**config.mk**
```make
export PLATFORM = sky130hd
export DESIGN_NAME = regfile_sequencer
export DESIGN_NICKNAME = d
export VERILOG_FILES = /design/src/rtl/seq_pkg.sv /design/src/rtl/seq_alu.sv /design/src/rtl/regfile_sequencer.sv
export SDC_FILE = /design/constraint.sdc
export NUM_CORES = 1
export LEC_CHECK = 0
export CORE_AREA = 2 2 84 86
export DETAILED_ROUTE_END_ITERATION = 7
export DIE_AREA = 0 0 86 88
export GPL_TIMING_DRIVEN = 0
export PLACE_DENSITY = 0.84
export SLEW_MARGIN = 5
export SYNTH_ARGS = -nofsm -noshare
export SYNTH_HDL_FRONTEND = slang
export SYNTH_SLANG_ARGS = --single-unit
```
**constraint.sdc**
```tcl
create_clock -name clk -period 3.75 [get_ports clk]
set_input_delay 0.375 -clock clk [delete_from_list [all_inputs] [get_ports clk]]
set_output_delay 0.375 -clock clk [all_outputs]
set_load 0.01 [all_outputs]
```
**src/rtl/seq_pkg.sv**
```systemverilog
`default_nettype none
// ============================================================================
//  Module      : seq_pkg
//  Description : Shared constants for the register-file sequencer: opcodes,
//                FSM state encoding and instruction field positions.
//  Revision    : 1.0 - initial release
// ============================================================================
package seq_pkg;

    // Opcodes; 10..15 are illegal
    localparam logic [3:0] OP_NOP   = 4'd0;
    localparam logic [3:0] OP_ADD   = 4'd1;
    localparam logic [3:0] OP_SUB   = 4'd2;
    localparam logic [3:0] OP_AND   = 4'd3;
    localparam logic [3:0] OP_OR    = 4'd4;
    localparam logic [3:0] OP_XOR   = 4'd5;
    localparam logic [3:0] OP_LOADI = 4'd6;
    localparam logic [3:0] OP_MOV   = 4'd7;
    localparam logic [3:0] OP_SHL   = 4'd8;
    localparam logic [3:0] OP_SHR   = 4'd9;

    // FSM state encoding
    localparam int         STATE_W  = 3;
    localparam logic [2:0] ST_INIT  = 3'd0;
    localparam logic [2:0] ST_IDLE  = 3'd1;
    localparam logic [2:0] ST_READ  = 3'd2;
    localparam logic [2:0] ST_EXEC  = 3'd3;
    localparam logic [2:0] ST_WRITE = 3'd4;

    // Instruction field slices
    localparam int OPC_MSB = 15;
    localparam int OPC_LSB = 12;
    localparam int RD_MSB  = 11;
    localparam int RD_LSB  = 8;
    localparam int RA_MSB  = 7;
    localparam int RA_LSB  = 4;
    localparam int RB_MSB  = 3;
    localparam int RB_LSB  = 0;
    localparam int IMM_MSB = 7;
    localparam int IMM_LSB = 0;

endpackage : seq_pkg
`default_nettype wire

```
**src/rtl/seq_alu.sv**
```systemverilog
`default_nettype none
// ============================================================================
//  Module      : seq_alu
//  Description : Combinational 8-bit ALU for the register-file sequencer.
//                Also classifies the opcode (writes rd / sets flags / illegal).
//  Revision    : 1.0 - initial release
// ============================================================================
module seq_alu
    import seq_pkg::*;
(
    input  logic [3:0] opcode,
    input  logic [7:0] a,
    input  logic [7:0] b,
    input  logic [7:0] imm8,
    output logic [7:0] y,
    output logic       c,
    output logic       z,
    output logic       writes_rd,
    output logic       sets_flags,
    output logic       illegal
);

    logic [8:0] w_sum;

    // Opcode decode and datapath; every output defaults to the "no effect" value
    always_comb begin
        y          = 8'h00;
        c          = 1'b0;
        writes_rd  = 1'b0;
        sets_flags = 1'b0;
        illegal    = 1'b0;
        w_sum      = 9'h000;
        case (opcode)
            OP_NOP: begin
            end
            OP_ADD: begin
                w_sum      = {1'b0, a} + {1'b0, b};
                y          = w_sum[7:0];
                c          = w_sum[8];
                writes_rd  = 1'b1;
                sets_flags = 1'b1;
            end
            OP_SUB: begin
                y          = a - b;
                c          = (a < b);
                writes_rd  = 1'b1;
                sets_flags = 1'b1;
            end
            OP_AND: begin
                y          = a & b;
                writes_rd  = 1'b1;
                sets_flags = 1'b1;
            end
            OP_OR: begin
                y          = a | b;
                writes_rd  = 1'b1;
                sets_flags = 1'b1;
            end
            OP_XOR: begin
                y          = a ^ b;
                writes_rd  = 1'b1;
                sets_flags = 1'b1;
            end
            OP_LOADI: begin
                y          = imm8;
                writes_rd  = 1'b1;
            end
            OP_MOV: begin
                y          = a;
                writes_rd  = 1'b1;
            end
            OP_SHL: begin
                y          = {a[6:0], 1'b0};
                c          = a[7];
                writes_rd  = 1'b1;
                sets_flags = 1'b1;
            end
            OP_SHR: begin
                y          = {1'b0, a[7:1]};
                c          = a[0];
                writes_rd  = 1'b1;
                sets_flags = 1'b1;
            end
            default: begin
                illegal    = 1'b1;
            end
        endcase
    end

    assign z = (y == 8'h00);

endmodule : seq_alu
`default_nettype wire

```
**src/rtl/regfile_sequencer.sv**
```systemverilog
`default_nettype none
// ============================================================================
//  Module      : regfile_sequencer
//  Description : Multi-cycle controller owning a 16x8 register file with no
//                write enable. Clears the file after reset, then runs
//                READ -> EXEC -> WRITE for each accepted instruction. Every
//                cycle that is not a real write rewrites a register with its
//                own value so the always-writing file is left undisturbed.
//  Revision    : 1.0 - initial release
// ============================================================================
module regfile_sequencer
    import seq_pkg::*;
#(
    parameter logic [7:0] INIT_VALUE = 8'h00
) (
    input  logic        clk,
    input  logic        rst,
    input  logic [15:0] instr,
    input  logic        instr_valid,
    output logic        instr_ready,
    input  logic [7:0]  rf_A,
    input  logic [7:0]  rf_B,
    output logic [3:0]  rf_A_sel,
    output logic [3:0]  rf_B_sel,
    output logic [3:0]  rf_replaceSel,
    output logic [7:0]  rf_replaceData,
    output logic [7:0]  result,
    output logic        zero,
    output logic        carry,
    output logic        done,
    output logic        err,
    output logic        busy
);

    logic [STATE_W-1:0] r_state;
    logic [STATE_W-1:0] w_next_state;
    logic [3:0]         r_cnt;
    logic [15:0]        r_instr;
    logic [7:0]         r_op_a;
    logic [7:0]         r_op_b;
    logic [7:0]         r_result;
    logic               r_zero;
    logic               r_carry;
    logic [3:0]         r_a_sel;
    logic [3:0]         r_b_sel;

    logic [3:0]         w_opcode;
    logic [3:0]         w_rd;
    logic [7:0]         w_imm8;
    logic [7:0]         w_alu_y;
    logic               w_alu_c;
    logic               w_alu_z;
    logic               w_writes_rd;
    logic               w_sets_flags;
    logic               w_illegal;

    assign w_opcode = r_instr[OPC_MSB:OPC_LSB];
    assign w_rd     = r_instr[RD_MSB:RD_LSB];
    assign w_imm8   = r_instr[IMM_MSB:IMM_LSB];

    seq_alu u_alu (
        .opcode     (w_opcode),
        .a          (r_op_a),
        .b          (r_op_b),
        .imm8       (w_imm8),
        .y          (w_alu_y),
        .c          (w_alu_c),
        .z          (w_alu_z),
        .writes_rd  (w_writes_rd),
        .sets_flags (w_sets_flags),
        .illegal    (w_illegal)
    );

    // State register; reset from any state restarts the clearing sweep
    always_ff @(posedge clk) begin
        if (rst) begin
            r_state <= ST_INIT;
        end else begin
            r_state <= w_next_state;
        end
    end

    // Sweep counter, instruction/operand capture, result and flag registers
    always_ff @(posedge clk) begin
        if (rst) begin
            r_cnt    <= 4'd0;
            r_instr  <= 16'h0000;
            r_op_a   <= 8'h00;
            r_op_b   <= 8'h00;
            r_result <= 8'h00;
            r_zero   <= 1'b0;
            r_carry  <= 1'b0;
            r_a_sel  <= 4'd0;
            r_b_sel  <= 4'd0;
        end else begin
            case (r_state)
                ST_INIT: begin
                    // Wraps back to 0 on leaving INIT
                    r_cnt <= r_cnt + 4'd1;
                end
                ST_IDLE: begin
                    if (instr_valid) begin
                        // Read selects are registered so they are valid for the whole READ cycle
                        r_instr <= instr;
                        r_a_sel <= instr[RA_MSB:RA_LSB];
                        r_b_sel <= instr[RB_MSB:RB_LSB];
                    end
                end
                ST_READ: begin
                    r_op_a <= rf_A;
                    r_op_b <= rf_B;
                end
                ST_EXEC: begin
                    if (w_writes_rd) begin
                        r_result <= w_alu_y;
                    end
                    if (w_sets_flags) begin
                        r_zero  <= w_alu_z;
                        r_carry <= w_alu_c;
                    end
                end
                default: begin
                end
            endcase
        end
    end

    // Next-state logic, handshake/status outputs and the write-port mux
    always_comb begin
        w_next_state   = r_state;
        instr_ready    = 1'b0;
        done           = 1'b0;
        err            = 1'b0;
        rf_replaceSel  = r_a_sel;
        rf_replaceData = rf_A;
        case (r_state)
            ST_INIT: begin
                rf_replaceSel  = r_cnt;
                rf_replaceData = INIT_VALUE;
                if (r_cnt == 4'd15) begin
                    w_next_state = ST_IDLE;
                end
            end
            ST_IDLE: begin
                instr_ready = 1'b1;
                if (instr_valid) begin
                    w_next_state = ST_READ;
                end
            end
            ST_READ: begin
                w_next_state = ST_EXEC;
            end
            ST_EXEC: begin
                w_next_state = ST_WRITE;
            end
            ST_WRITE: begin
                done = 1'b1;
                err  = w_illegal;
                if (w_writes_rd) begin
                    rf_replaceSel  = w_rd;
                    rf_replaceData = r_result;
                end
                w_next_state = ST_IDLE;
            end
            default: begin
                w_next_state = ST_INIT;
            end
        endcase
    end

    assign rf_A_sel = r_a_sel;
    assign rf_B_sel = r_b_sel;
    assign result   = r_result;
    assign zero     = r_zero;
    assign carry    = r_carry;
    assign busy     = (r_state != ST_IDLE);

endmodule : regfile_sequencer
`default_nettype wire

```
==> impl_metrics.json <==
{
  "detailed_place.area_um2": 4460,
  "maxSlewViolCount": 0,
  "crit-reg2reg-launch": "r_op_a[0]",
  "first_global_vias": 3783,
  "drc": 0,
  "io-pin-count": 69,
  "ctsLongestPathBuffers": 2,
  "multi_input_area_um2": 2370,
  "total_switching_power_mw": 0.204,
  "synth-edff-count": 0,
  "die-width_um": 86,
  "clock_tree.root_cell": "clkbuf_8",
  "slew-limit-headroom_pct": 38.7,
  "worst_hold_startpoint": "r_instr[10]",
  "drt-pass1-iter-count": 5,
  "fillerInstances": 549,
  "finalNetCount": 624,
  "kind_of_end_point_of_the_critical_path": "primary output",
  "share_clk_of_total_power_pct": 34.8,
  "critPathKind": "flop to primary output",
  "cts.repair.resized": 0,
  "grt_util_met1_pct": 39.3,
  "worst_clock_skew_on_the_final_layout_ns": 0.00651,
  "cpMaxStageDelayCell": "clkdlybuf4s50_1",
  "initial_core_util_pct": 55.4,
  "htreeDepth": 2,
  "area_delta_synth_final_pct": 23.6,
  "worst_ep_arrival_time_ns": 2.90,
  "timing.final.crit_period_ns": 3.27,
  "timing_hold_violations_final": 0,
  "seq_power_share_pct": 57.3,
  "crit_path_most_repeated_cell": "a22o_1",
  "routabilityCongestion": 0.995,
  "internal_power_mw": 0.714,
  "synth-async-reset-ratio_pct": 0,
  "clock_sink_count": 49,
  "cell_by_cell_listing_of_the_critical_path": "buf_6 -> buf_2 -> o21ai_0 -> nand2_1 -> nor2_1 -> a22o_1 -> a22o_1 -> clkdlybuf4s50_1",
  "route.detailed.vias_per_inst": 6.14,
  "routed_wire_length_per_instance_um": 18.0,
  "rsz0062_at_grt": "no",
  "die_height_um": 88,
  "post_route_core_utilization_pct": 68.5,
  "antenna_found_initial": 0,
  "worst-slew-pin-transition_ns": 0.907,
  "power_leakage_nw": 1.62,
  "routed_wl_um": 11500,
  "grt_pass1_wl_um": 18400,
  "netSwitchingFraction_pct": 22.3,
  "ys_seq_area_share_pct": 26.6,
  "cts_buffers": 5,
  "syn_avg_cell_area_um2": 7.56,
  "mappedNetlistNets": 549,
  "insertedDiodeCount": 0,
  "finalCritPeriodShare_pct": 87.2,
  "vias": 3945,
  "grt_start_max_net_pins": 15,
  "leftover_overflow_at_the_end_of_global_routing": 0,
  "timing.critical_path.from": "r_instr[14]",
  "worst_ep_required_time_ns": 3.38,
  "place.port_buffers": 68,
  "worst_hold_margin_ns": 0.470,
  "fp.dieArea_um2": 7570,
  "timing.critical_path.slowest_cell_delay_ns": 0.54,
  "totalNegativeSetupSlack_ns": 0,
  "fin_area_um2": 4550,
  "top_usage_layer": "met2",
  "drt-initial-drc-count": 390,
  "outcome": "finished clean",
  "combPwrFrac_pct": 7.9,
  "tritoncts": "yes",
  "crit_path_max_fo": 10,
  "grt_use_met2_pct": 51.6,
  "timing.final.setup_violations": 0,
  "holdCritPathClass": "flop to flop",
  "worst_setup_hold_path_clk_slew_ns": 0.09,
  "register_area_um2": 981,
  "track_usage_pct": 30.6,
  "setup_fix_buffers_added_after_clock_tree_synthesis": 0,
  "synth.cell_area_um2": 3680,
  "met3_usage_pct": 5.84,
  "ys.flop_type": "dfxtp_1",
  "power.total_mw": 0.918,
  "core_area_um2": 6640,
  "hpwlAfterDp_um": 8840,
  "irDropWorstVdd_mv": 0.174,
  "yosys_warnings": 0,
  "power.density_cell_area_nw_per_um2": 202,
  "fmax_mhz": 306,
  "rows": 30,
  "synth_cell_types": 61,
  "yosys_register_bits": 49,
  "cts.hold.buffers_added": 0,
  "critPathLaunchType": "flop",
  "drive_gt1_share_pct": 8.36,
  "synthCells": 487,
  "maxCapViolations": 0,
  "ant_nets": 0,
  "worst_skew_pair.late_latency_ns": 0.30
}
## power by group through the flow
stage | logic [mW] | registers, mW | clock network [mW]
floorplan | 0.0212 | 0.537 | 0
global placement | 0.0705 | 0.539 | 0
detailed placement | 0.0714 | 0.539 | 0
CTS | 0.0722 | 0.527 | 0.323
global route | 0.0782 | 0.527 | 0.344
finish | 0.0724 | 0.527 | 0.319
## state kept, by name, summed over array words and instances (netlist names)
register / count
carry: 1
r_cnt: 4
r_instr: 16
r_op_a: 8
r_op_b: 8
r_state: 3
result: 8
zero: 1
## synthesized netlist by cell type (3+ instances only)
cell	count	area share (%)
buf_4	10	2.0
mux2_2	3	0.92
nand3_1	3	0.41
o21bai_1	5	1.0
nand3b_1	5	1.0
o22ai_1	13	2.2
nor3b_1	4	0.82
dfxtp_1	49	27
o21ai_0	9	1.2
mux2i_1	7	1.9
o21ai_1	3	0.41
a31oi_1	5	0.85
nand2_1	84	8.6
buf_2	12	1.6
mux4_2	3	1.8
ha_1	25	8.5
a21oi_1	55	7.5
a221oi_1	3	0.71
a22o_1	14	3.3
and2_1	3	0.51
a211oi_1	9	1.8
clkbuf_1	16	1.6
a221o_1	3	0.82
or3_1	3	0.51
nor3_1	15	2.0
xor2_1	4	0.95
nand2b_1	5	0.85
nor2_1	38	3.9
inv_1	29	3.0
or2_2	3	0.51
nand4b_1	3	0.71
## critical path: cells and delay by family (launching register included)
family	cells	cell delay [ns]
compound gates	3	0.75
buf+inv	3	0.85
flops	1	0.32
simple gates	2	0.67
## cells by family after synthesis
logic type,synth area share [%]
fa+ha+maj,9.58
compound gates,25.6
mux,4.65
simple gates,23.5
buf+inv,9.07
xor+xnor,0.951
flops,26.6
## final timing paths
check                                          to  slack (ns)  depth (start not counted)
worst max register to register               zero        0.72                         10
worst min-delay path                  r_instr[10]        0.47                          2
worst max-delay path            rf_replaceData[5]        0.48                          8
worst min register to register        r_instr[10]        0.47                          2
## through the flow
stage	setup WS [ns]	instances
after floorplan	1.37	487
after CTS	0.526	642
after detailed placement	0.806	635
final	0.478	642
after global routing	0.305	642
after global placement	0.851	635
## final cells by class
| type | instances | area share (%) |
|---|---|---|
| multi-input combinational | 367 | 52.0 |
| sequential | 49 | 21.5 |
| timing repair buffer | 68 | 14.9 |
| buffer | 42 | 4.95 |
| inverter | 29 | 2.39 |
| tap | 80 | 2.20 |
| clock buffer | 6 | 1.81 |
| clock inverter | 1 | 0.165 |
## per-layer routing
metal / up-vias / part of all wire, %
met2: 207 / 48
met5: - / 0
li1: 1874 / -
met4: 0 / 2.7
met3: 30 / 7.2
met1: 1834 / 42
## cells in the final DEF (no fill, tap or decap), types with 3 or more instances in the layout
cell,instances
buf_2,12
clkbuf_8,6
nand2b_1,5
nand3_1,3
mux4_2,3
dfxtp_1,49
nand2_1,84
clkdlybuf4s50_1,68
or2_2,3
o22ai_1,13
ha_1,25
nor2_1,38
a31oi_1,5
nand4b_1,3
o21ai_1,3
nor3b_1,4
a221oi_1,3
buf_4,10
mux2_2,3
or3_1,3
and2_1,3
inv_1,29
a21oi_1,55
nor3_1,15
mux2i_1,7
a221o_1,3
a22o_1,14
xor2_1,4
o21ai_0,9
clkbuf_1,16
nand3b_1,5
o21bai_1,5
a211oi_1,9
Note: power is estimated with default switching activity, not from simulation.
